--- src/rtl/rtc_sched_pkg.sv ---
// Shared mode encoding and default addresses/slots for the RTC access scheduler.
package rtc_sched_pkg;

  typedef enum logic [2:0] {
    M_INIT   = 3'd0,
    M_READ   = 3'd1,
    M_SRESET = 3'd2,
    M_WRITE  = 3'd3,
    M_TPROG  = 3'd4,
    M_TRUN   = 3'd5
  } mode_e;

  localparam logic [6:0] SAFE_SLOT_DEF = 7'h4A;
  localparam logic [7:0] TMR_BASE_DEF  = 8'h41;
  localparam logic [7:0] CLR_ADDR_DEF  = 8'h01;
  localparam logic [7:0] RST_END_DEF   = 8'h02;

endpackage

--- src/rtl/rtc_alarm_match.sv ---
// Per-field timer compare, sticky match flags and ring generation.
// RTC_RING_HOLD_EN: ring latches until i_ring_ack; otherwise ring tracks the full match.
module rtc_alarm_match
  import rtc_sched_pkg::*;
#(
  parameter int                N_FIELDS = 3,
  parameter int                ADDR_W   = 8,
  parameter int                DATA_W   = 8,
  parameter logic [ADDR_W-1:0] TMR_BASE = ADDR_W'(TMR_BASE_DEF),
  parameter logic [ADDR_W-1:0] CLR_ADDR = ADDR_W'(CLR_ADDR_DEF)
) (
  input  logic                         i_clk,
  input  logic                         i_reset,
  input  logic                         i_rd_valid,
  input  logic [ADDR_W-1:0]            i_addr,
  input  logic [DATA_W-1:0]            i_rd_data,
  input  logic [N_FIELDS*DATA_W-1:0]   i_tmr_set,
  input  logic                         i_ring_ack,
  output logic [N_FIELDS-1:0]          o_match,
  output logic                         o_ring
);

  logic [N_FIELDS-1:0] r_match;
  logic [N_FIELDS-1:0] w_hit;
  logic                w_clr;
  logic                w_ring_set;
  logic                r_ring;

  for (genvar gi = 0; gi < N_FIELDS; gi++) begin : g_fld
    assign w_hit[gi] = i_rd_valid && (i_addr == TMR_BASE + ADDR_W'(gi)) &&
                       (i_rd_data == i_tmr_set[gi*DATA_W +: DATA_W]);
  end

  // An unprogrammed timer (all fields zero) must never alarm, so it clears like a CLR read.
  assign w_clr      = (i_rd_valid && i_addr == CLR_ADDR) || (i_tmr_set == '0);
  assign w_ring_set = (&r_match) && (|i_tmr_set);

  always_ff @(posedge i_clk) begin
    if (i_reset)    r_match <= '0;
    else if (w_clr) r_match <= '0;
    else            r_match <= r_match | w_hit;
  end

`ifdef RTC_RING_HOLD_EN
  always_ff @(posedge i_clk) begin
    if (i_reset)          r_ring <= 1'b0;
    else if (w_ring_set)  r_ring <= 1'b1;
    else if (i_ring_ack)  r_ring <= 1'b0;
  end
`else
  logic w_unused_ack;
  assign w_unused_ack = i_ring_ack;

  always_ff @(posedge i_clk) begin
    if (i_reset) r_ring <= 1'b0;
    else         r_ring <= w_ring_set;
  end
`endif

  assign o_match = r_match;
  assign o_ring  = r_ring;

endmodule

--- src/rtl/rtc_access_scheduler.sv ---
// RTC bus-ownership scheduler: mode FSM, bus mux and timer alarm.
// RTC_RING_HOLD_EN selects latched ring behaviour in rtc_alarm_match.
module rtc_access_scheduler
  import rtc_sched_pkg::*;
#(
  parameter int                ADDR_W      = 8,
  parameter int                DATA_W      = 8,
  parameter int                SLOT_W      = 7,
  parameter logic [SLOT_W-1:0] SAFE_SLOT   = SLOT_W'(SAFE_SLOT_DEF),
  parameter int                INIT_CYCLES = 1034,
  parameter int                N_FIELDS    = 3,
  parameter logic [ADDR_W-1:0] TMR_BASE    = ADDR_W'(TMR_BASE_DEF),
  parameter logic [ADDR_W-1:0] CLR_ADDR    = ADDR_W'(CLR_ADDR_DEF),
  parameter logic [ADDR_W-1:0] RST_END     = ADDR_W'(RST_END_DEF)
) (
  input  logic                        i_clk,
  input  logic                        i_reset,
  input  logic                        i_req_reset,
  input  logic                        i_req_write,
  input  logic                        i_req_tprog,
  input  logic                        i_req_trun,
  input  logic [SLOT_W-1:0]           i_slot_cnt,
  input  logic [ADDR_W-1:0]           i_init_addr,
  input  logic [DATA_W-1:0]           i_init_data,
  input  logic [ADDR_W-1:0]           i_rd_addr,
  input  logic [ADDR_W-1:0]           i_wr_addr,
  input  logic [DATA_W-1:0]           i_wr_data,
  input  logic [DATA_W-1:0]           i_rd_data,
  input  logic [N_FIELDS*DATA_W-1:0]  i_tmr_set,
  input  logic                        i_ring_ack,
  output logic [2:0]                  o_mode,
  output logic [ADDR_W-1:0]           o_bus_addr,
  output logic [DATA_W-1:0]           o_bus_data,
  output logic                        o_bus_wr,
  output logic                        o_init_busy,
  output logic [N_FIELDS-1:0]         o_match,
  output logic                        o_ring
);

  localparam int CNT_W = $clog2(INIT_CYCLES + 1);

  mode_e            r_mode, w_mode_nxt, w_arb;
  logic [CNT_W-1:0] r_init_cnt;
  logic             r_req_reset, r_req_write, r_req_tprog, r_req_trun;
  logic             w_safe;

  always_ff @(posedge i_clk) begin
    if (i_reset) begin
      r_mode      <= M_INIT;
      r_init_cnt  <= '0;
      r_req_reset <= 1'b0;
      r_req_write <= 1'b0;
      r_req_tprog <= 1'b0;
      r_req_trun  <= 1'b0;
    end else begin
      r_mode      <= w_mode_nxt;
      r_init_cnt  <= (r_mode == M_INIT) ? r_init_cnt + 1'b1 : '0;
      r_req_reset <= i_req_reset;
      r_req_write <= i_req_write;
      r_req_tprog <= i_req_tprog;
      r_req_trun  <= i_req_trun;
    end
  end

  assign w_safe = (i_slot_cnt == SAFE_SLOT);

  always_comb begin
    w_arb = M_READ;
    if      (r_req_reset) w_arb = M_SRESET;
    else if (r_req_write) w_arb = M_WRITE;
    else if (r_req_tprog) w_arb = M_TPROG;
    else if (r_req_trun)  w_arb = M_TRUN;
  end

  always_comb begin
    w_mode_nxt = r_mode;
    case (r_mode)
      M_INIT:   if (r_init_cnt == CNT_W'(INIT_CYCLES - 1)) w_mode_nxt = M_READ;
      // Soft reset ends on the init machine's progress, not on the slot.
      M_SRESET: if (!r_req_reset && i_init_addr == RST_END) w_mode_nxt = M_READ;
      default:  if (w_safe) w_mode_nxt = w_arb;
    endcase
  end

  always_comb begin
    o_bus_addr = i_rd_addr;
    o_bus_data = '0;
    o_bus_wr   = 1'b0;
    case (r_mode)
      M_INIT, M_SRESET: begin
        o_bus_addr = i_init_addr;
        o_bus_data = i_init_data;
        o_bus_wr   = 1'b1;
      end
      M_WRITE, M_TPROG, M_TRUN: begin
        o_bus_addr = i_wr_addr;
        o_bus_data = i_wr_data;
        o_bus_wr   = 1'b1;
      end
      default: ;
    endcase
  end

  assign o_mode      = r_mode;
  assign o_init_busy = (r_mode == M_INIT) || (r_mode == M_SRESET);

  rtc_alarm_match #(
    .N_FIELDS (N_FIELDS),
    .ADDR_W   (ADDR_W),
    .DATA_W   (DATA_W),
    .TMR_BASE (TMR_BASE),
    .CLR_ADDR (CLR_ADDR)
  ) u_alarm (
    .i_clk      (i_clk),
    .i_reset    (i_reset),
    .i_rd_valid (r_mode == M_READ),
    .i_addr     (o_bus_addr),
    .i_rd_data  (i_rd_data),
    .i_tmr_set  (i_tmr_set),
    .i_ring_ack (i_ring_ack),
    .o_match    (o_match),
    .o_ring     (o_ring)
  );

endmodule
--- config.mk ---
export PLATFORM = sky130hd
export DESIGN_NAME = rtc_access_scheduler
export DESIGN_NICKNAME = d
export VERILOG_FILES = /design/src/rtl/rtc_sched_pkg.sv /design/src/rtl/rtc_alarm_match.sv /design/src/rtl/rtc_access_scheduler.sv
export SDC_FILE = /design/constraint.sdc
export NUM_CORES = 1
export LEC_CHECK = 0
export ABC_AREA = 0
export CORE_MARGIN = 4
export CORE_UTILIZATION = 55
export DETAILED_ROUTE_END_ITERATION = 7
export DONT_BUFFER_PORTS = 1
export PLACE_DENSITY_LB_ADDON = 0.12
export REMOVE_ABC_BUFFERS = 1
export SLEW_MARGIN = 0
export SYNTH_ARGS = -nofsm -noshare
export SYNTH_HDL_FRONTEND = slang
export SYNTH_SLANG_ARGS = --single-unit
--- constraint.sdc ---
create_clock -name i_clk -period 4.8 [get_ports i_clk]
set_input_delay 0.72 -clock i_clk [delete_from_list [all_inputs] [get_ports i_clk]]
set_output_delay 0.72 -clock i_clk [all_outputs]
set_load 0.005 [all_outputs]
==> impl_results.md, run 1 <==
* Status: completed
* Synth Flop Type: dfxtp_1
* Max VDD drop at 0.251 mV
* Die height at 65.9 um
* Fmax at 345 MHz
* Drt pass-1 iters at 4
* Largest net degree at the start of global routing at 34
* Syn-to-layout area delta at 1.97%
* Fin crit share at 60.3%
* Syn avg cell area at 7.85 um2
* Skew-Pair Late Insertion Delay at 0.30 ns
* Worst hold slack at 0.463 ns
* Flops & latches, synth at 22
* Crit path time final at 2.90 ns
* Hold path startpoint: i_reset
* Final setup vio count at 0
* Sequential-to-total area share from yosys stat at 23.9%
* Reg-to-reg critical path startpoint: o_mode[1]
* Max-slew violations at 0
* # resized after CTS at 0
* Top post-synthesis cells by area: dfxtp_1 (24%), xor2_1 (14%), nor2_1 (6.1%), mux2i_1 (5.4%), nand2_1 (4.9%)
* Via Count at 1705
* Critical Path Start Type: flip-flop
* Critical path type: reg -> out
* Static Leakage at 0.631 nW
* Pwr/cell area at 203 nW/um2
* Nets at 316
* Die width at 65.9 um
* Yosys warns at 0
* Cts bufs inserted at 3
* CTS clock-pin slew for the worst setup and hold paths at 0.12 ns
* I/O Pins at 111
* Setup TNS at 0 ns
* Initial Util at 59.0%
* Max cap viols at 0
* CP peak stage delay at 1.04 ns
* Worst Skew at 0.00194 ns
* Final RePlAce weighted congestion at 0.868
* Detail Placement HPWL at 3.85 mm
* Fraction of layout cells with a size suffix above 1 at 7.05%
* Vias per cell at 6.29
* Clock Tree Root: clkbuf_4
* Final wirelength at 4.64 mm
* Global-route wire length before repair at 7.09 mm
* Iteration-0 DRC Markers at 67
* Setup Fix Bufs, Post-CTS at 0
* Slowest CP cell: dfxtp_1
* Worst path required time at 4.08 ns
* Port-buffer cells at 0
* EDFF count, synth at 0
* Most common library cells after synthesis: nor2_1 (30), xor2_1 (29), nand2_1 (24)
* CTS Sinks at 22
* Slew at the pin closest to its max-slew limit at 1.06 ns
* DR DRC count at 0
* WP data arrival at 2.18 ns
* Kind of end point of the critical path: primary output
* RSZ-0062 raised after global routing: no
* Initial antenna violation count at 0
* Drt wl/cell at 17.1 um
* Gr usage total at 20.0%
* Core area at 3130 um2
* Mapped cell area at 1840 um2
* Worst-path cell chain: mux2i_1, a211oi_2, or2_2
* Synth Instances at 235
* Top cell type's share of synthesized area at 23.9%
* Hold Fails Final Rpt at 0
* Cts hold-fix bufs at 0
* Gr ovfl total at 0
* Count leader, synth: nor2_1
* Antenna-violating nets left at 0
* Number of global-route vias before repair at 1701
* Site Rows at 20
* Top cell type by total area after synthesis: dfxtp_1
* Max FO, Critical Path at 25
* Die footprint at 4340 um2
* Critical Path Start: o_mode[1]
* Htree depth at 1
* Async S/R FF share, synth at 0%
* Ant diodes at 0
* Number of distinct library cells after synthesis at 43
* Clock Path Buffers at 2
* Max-slew headroom at 29.2%
* CTS tree: yes
* HP Class: in -> reg
## cell type report
class                   instances  area, um2
clock buffers                   3       22.5
clock inverters                 1       30.0
well taps                      44       55.1
flip-flops and latches         22        440
inverters                       4       15.0
multi-input cells             197       1320
fillers                       298       1250
## critical path, delay by kind of cell (launching register included)
family	cells	cell delay (ns)
muxes	1	0.32
and+or+nand+nor	1	0.36
AOI/OAI and AO/OA	1	0.13
DFF	1	1.04
## sequential cells by signal, summed over array words and instances (netlist names)
| name | flops |
|---|---|
| r_req_trun | 1 |
| r_req_write | 1 |
| u_alarm.o_match | 3 |
| r_init_cnt | 11 |
| u_alarm.o_ring | 1 |
| r_req_reset | 1 |
| r_req_tprog | 1 |
| o_mode | 3 |
## logic make-up after synthesis
group / Yosys count / share of synthesized area [%]
XOR/XNOR: 32 / 15.2
adder cells (fa/ha/maj): 2 / 1.36
AO/OA/AOI/OAI: 45 / 17.3
multiplexers: 16 / 9.09
buffers and inverters: 16 / 4.68
flip-flops: 22 / 23.9
AND/OR/NAND/NOR: 102 / 28.5
## cell usage in the layout (no fill, tap or decap), drive strengths merged, types with 2 or more instances in the layout
| cell | synthesis | layout |
|---|---|---|
| nor2 | 30 | 30 |
| xor2 | 29 | 29 |
| nand2 | 24 | 24 |
| dfxtp | 22 | 22 |
| nor4 | 15 | 15 |
| o21ai | 14 | 14 |
| mux2i | 10 | 10 |
| a22oi | 8 | 8 |
| nor2b | 7 | 7 |
| nand4 | 7 | 7 |
| mux2 | 6 | 6 |
| a21oi | 6 | 6 |
| nand3 | 6 | 6 |
| a211oi | 5 | 5 |
| a211o | 4 | 4 |
| inv | 3 | 3 |
| xnor2 | 3 | 3 |
| clkbuf | 8 | 3 |
| nand2b | 2 | 2 |
| o21a | 2 | 2 |
| and3 | 2 | 2 |
| ha | 2 | 2 |
| a41oi | 2 | 2 |
## where the power goes
group	internal, mW	total (mW)	switching (mW)
sequential	0.187	0.190	0.00308
clock	0.0844	0.140	0.0554
combinational	0.0271	0.0519	0.0249
## stage by stage
stage | cell area (um2) | setup WS [ns] | util, % | std cells | power, mW
floorplan | 1770 | 2.50 | - | 223 | 0.236
global placement | 1830 | 2.34 | 58.4 | 267 | 0.242
detailed placement | 1830 | 2.28 | 58.4 | 267 | 0.245
CTS | 1880 | 1.91 | 60.1 | 271 | 0.385
global route | 1880 | 1.73 | 60.1 | 271 | 0.399
finish | 1880 | 1.90 | 60.1 | 271 | 0.381
## final timing paths
path	endpoint	slack, ns	depth (start not counted)
worst max-delay path	o_bus_addr[1]	1.90	3
worst min register to register	r_init_cnt[0]	0.50	1
worst min-delay path	o_mode[1]	0.46	1
worst max register to register	u_alarm.o_match[0]	2.41	5
## per-layer routing
layer  track usage (%)  share of wire [%]
met1              22.2                 37
met2              37.0                 50
met3              7.31                 12
met4              2.07               0.84
met5                 0                  0
Power figures use the tool's default switching activity.
==> run 2, diff against run 1 <==
==> constraint.sdc (replaced) <==
create_clock -name i_clk -period 2.4 [get_ports i_clk]
set_input_delay 0.36 -clock i_clk [delete_from_list [all_inputs] [get_ports i_clk]]
set_output_delay 0.36 -clock i_clk [all_outputs]
set_load 0.005 [all_outputs]
==> run 2 against run 1 <==
  * Routed wire length up 1.8%
  * Clock power up 43%
  * Count of clock-buffer cells in the layout up 1
  * Core utilization up 0.28 points
  * Critical path depth up 1
  * Via count down 1.5%
  * Setup slack worse by 1.6 ns
  * Final area up 0.47%
  * Non-clock buffer count up 3
  * Largest power group unchanged
==> impl_results.md, run 2 (synthesized netlist as in run 1, its figures left out) <==
* Max FO, Critical Path at 12
* Critical Path Start Type: flip-flop
* Final RePlAce weighted congestion at 0.851
* Vias per cell at 6.13
* Kind of end point of the critical path: primary output
* # resized after CTS at 0
* Via Count at 1680
* Detail Placement HPWL at 3.94 mm
* Overall Power at 684 uW
* Core area at 3130 um2
* Hold EP: o_mode[0]
* Ant diodes at 0
* Final wirelength at 4.72 mm
* Htree depth at 1
* RSZ-0062 raised after global routing: no
* Most common cell after layout, fill and taps aside: nor2_1
* Max reg flops at 11
* Most frequent cells in the layout: nor2_1 (30), xor2_1 (29), nand2_1 (24)
* Cts hold-fix bufs at 0
* Hold path startpoint: i_reset
* Critical Path Start: o_mode[1]
* Syn-to-layout area delta at 2.44%
* Reg-to-reg critical path startpoint: o_mode[1]
* Port-buffer cells at 0
* Fraction of layout cells with a size suffix above 1 at 9.13%
* Max VDD drop at 0.370 mV
* Setup Fix Bufs, Post-CTS at 0
* Initial antenna violation count at 0
* I/O Pins at 111
* Drt wl/cell at 17.2 um
* HP Class: in -> reg
* Largest net degree at the start of global routing at 33
* Slew at the pin closest to its max-slew limit at 0.466 ns
* Worst Skew at 0.00343 ns
* Worst path required time at 2.04 ns
* Sw frac at 24.1%
* Skew-Pair Late Insertion Delay at 0.30 ns
* Max cap viols at 0
* Clock Path Buffers at 2
* CTS clock-pin slew for the worst setup and hold paths at 0.12 ns
* Number of global-route vias before repair at 1713
* CTS tree: yes
* Gr ovfl total at 0
* Initial Util at 59.0%
* R2r worst-path depth at 5
* Cts bufs inserted at 3
* Gr usage total at 21.6%
* Internal Pwr Total at 519 uW
* Biggest register: r_init_cnt
* Combinational share of power at 15.3%
* Worst Setup Slack, final at 0.309 ns
* Iteration-0 DRC Markers at 107
* Critical path type: reg -> out
* Status: completed
* Fin crit share at 87.1%
* Nets at 319
* DR DRC count at 0
* Sequential Power Share at 55.4%
* Site Rows at 20
* Switching power at 165 uW
* Fmax at 478 MHz
* FF-to-FF setup slack at 0.62 ns
* WP data arrival at 1.73 ns
* Pre-CTS WS at 0.390 ns
* Antenna-violating nets left at 0
* Crit path time final at 2.09 ns
* Hold Crit Depth at 1
* Pwr/cell area at 362 nW/um2
* CTS Sinks at 22
* Setup TNS at 0 ns
* FF-to-FF End: u_alarm.o_match[0]
* Clock Tree Root: clkbuf_4
* Final setup vio count at 0
* Clock share of power at 29.3%
* Max-slew violations at 0
* Final core occ at 60.4%
* Global-route wire length before repair at 7.56 mm
* Die footprint at 4340 um2
* Die width at 65.9 um
* Static Leakage at 0.642 nW
* Max-slew headroom at 68.8%
* Drt pass-1 iters at 4
* Hold Fails Final Rpt at 0
* Die height at 65.9 um
run 2: changes by cell type in the layout (fill, tap and decap cells not counted), sizes merged:
cell,delta
buf,+3
clkbuf,+1
bufinv,-1
run 2: worst max path at each step:
stage / end / slack, ns
finish: o_bus_data[2] / 0.31
global route: o_bus_data[7] / 0.16
CTS: o_bus_addr[7] / 0.04
detailed placement: o_bus_data[2] / 0.39
global placement: o_bus_addr[7] / 0.46
floorplan: u_alarm.o_match[0] / 0.38
run 2: metal layers:
layer / track usage (%) / vias up / wire, um
met5: 0 / - / 0
met4: 3.37 / 0 / 14
met3: 5.10 / 4 / 467
met2: 39.5 / 77 / 2440
met1: 25.6 / 764 / 1800
li1: - / 835 / -
run 2: power by group through the flow:
stage	Sequential (mW)	Clock, mW	Combinational, mW
2_1_floorplan	0.386	0	0.0872
3_5_place_dp	0.387	0	0.105
6_report	0.379	0.200	0.105
4_1_cts	0.379	0.208	0.105
3_3_place_gp	0.387	0	0.0980
5_1_grt	0.380	0.222	0.117
run 2: layout make-up:
class | count | area (um2)
multi-input combinational | 197 | 1320
fill | 293 | 1240
sequential | 22 | 443
tap | 44 | 55.1
clock buffer | 4 | 36.3
timing repair buffer | 3 | 22.5
inverter | 4 | 15.0
run 2: stage by stage:
stage	hold slack, ns	instances	instance area, um2
6_report	0.107	274	1890
5_1_grt	0.0915	274	1890
4_1_cts	0.103	274	1890
3_5_place_dp	0.436	270	1850
3_3_place_gp	0.434	270	1850
2_1_floorplan	0.429	223	1770
run 2: worst max-delay path, cell delays in order (launching register included):
cell and delay, ns:
dfxtp_2 0.53, buf_4 0.20, and2_1 0.28, a22oi_1 0.12
o21ai_0 0.30
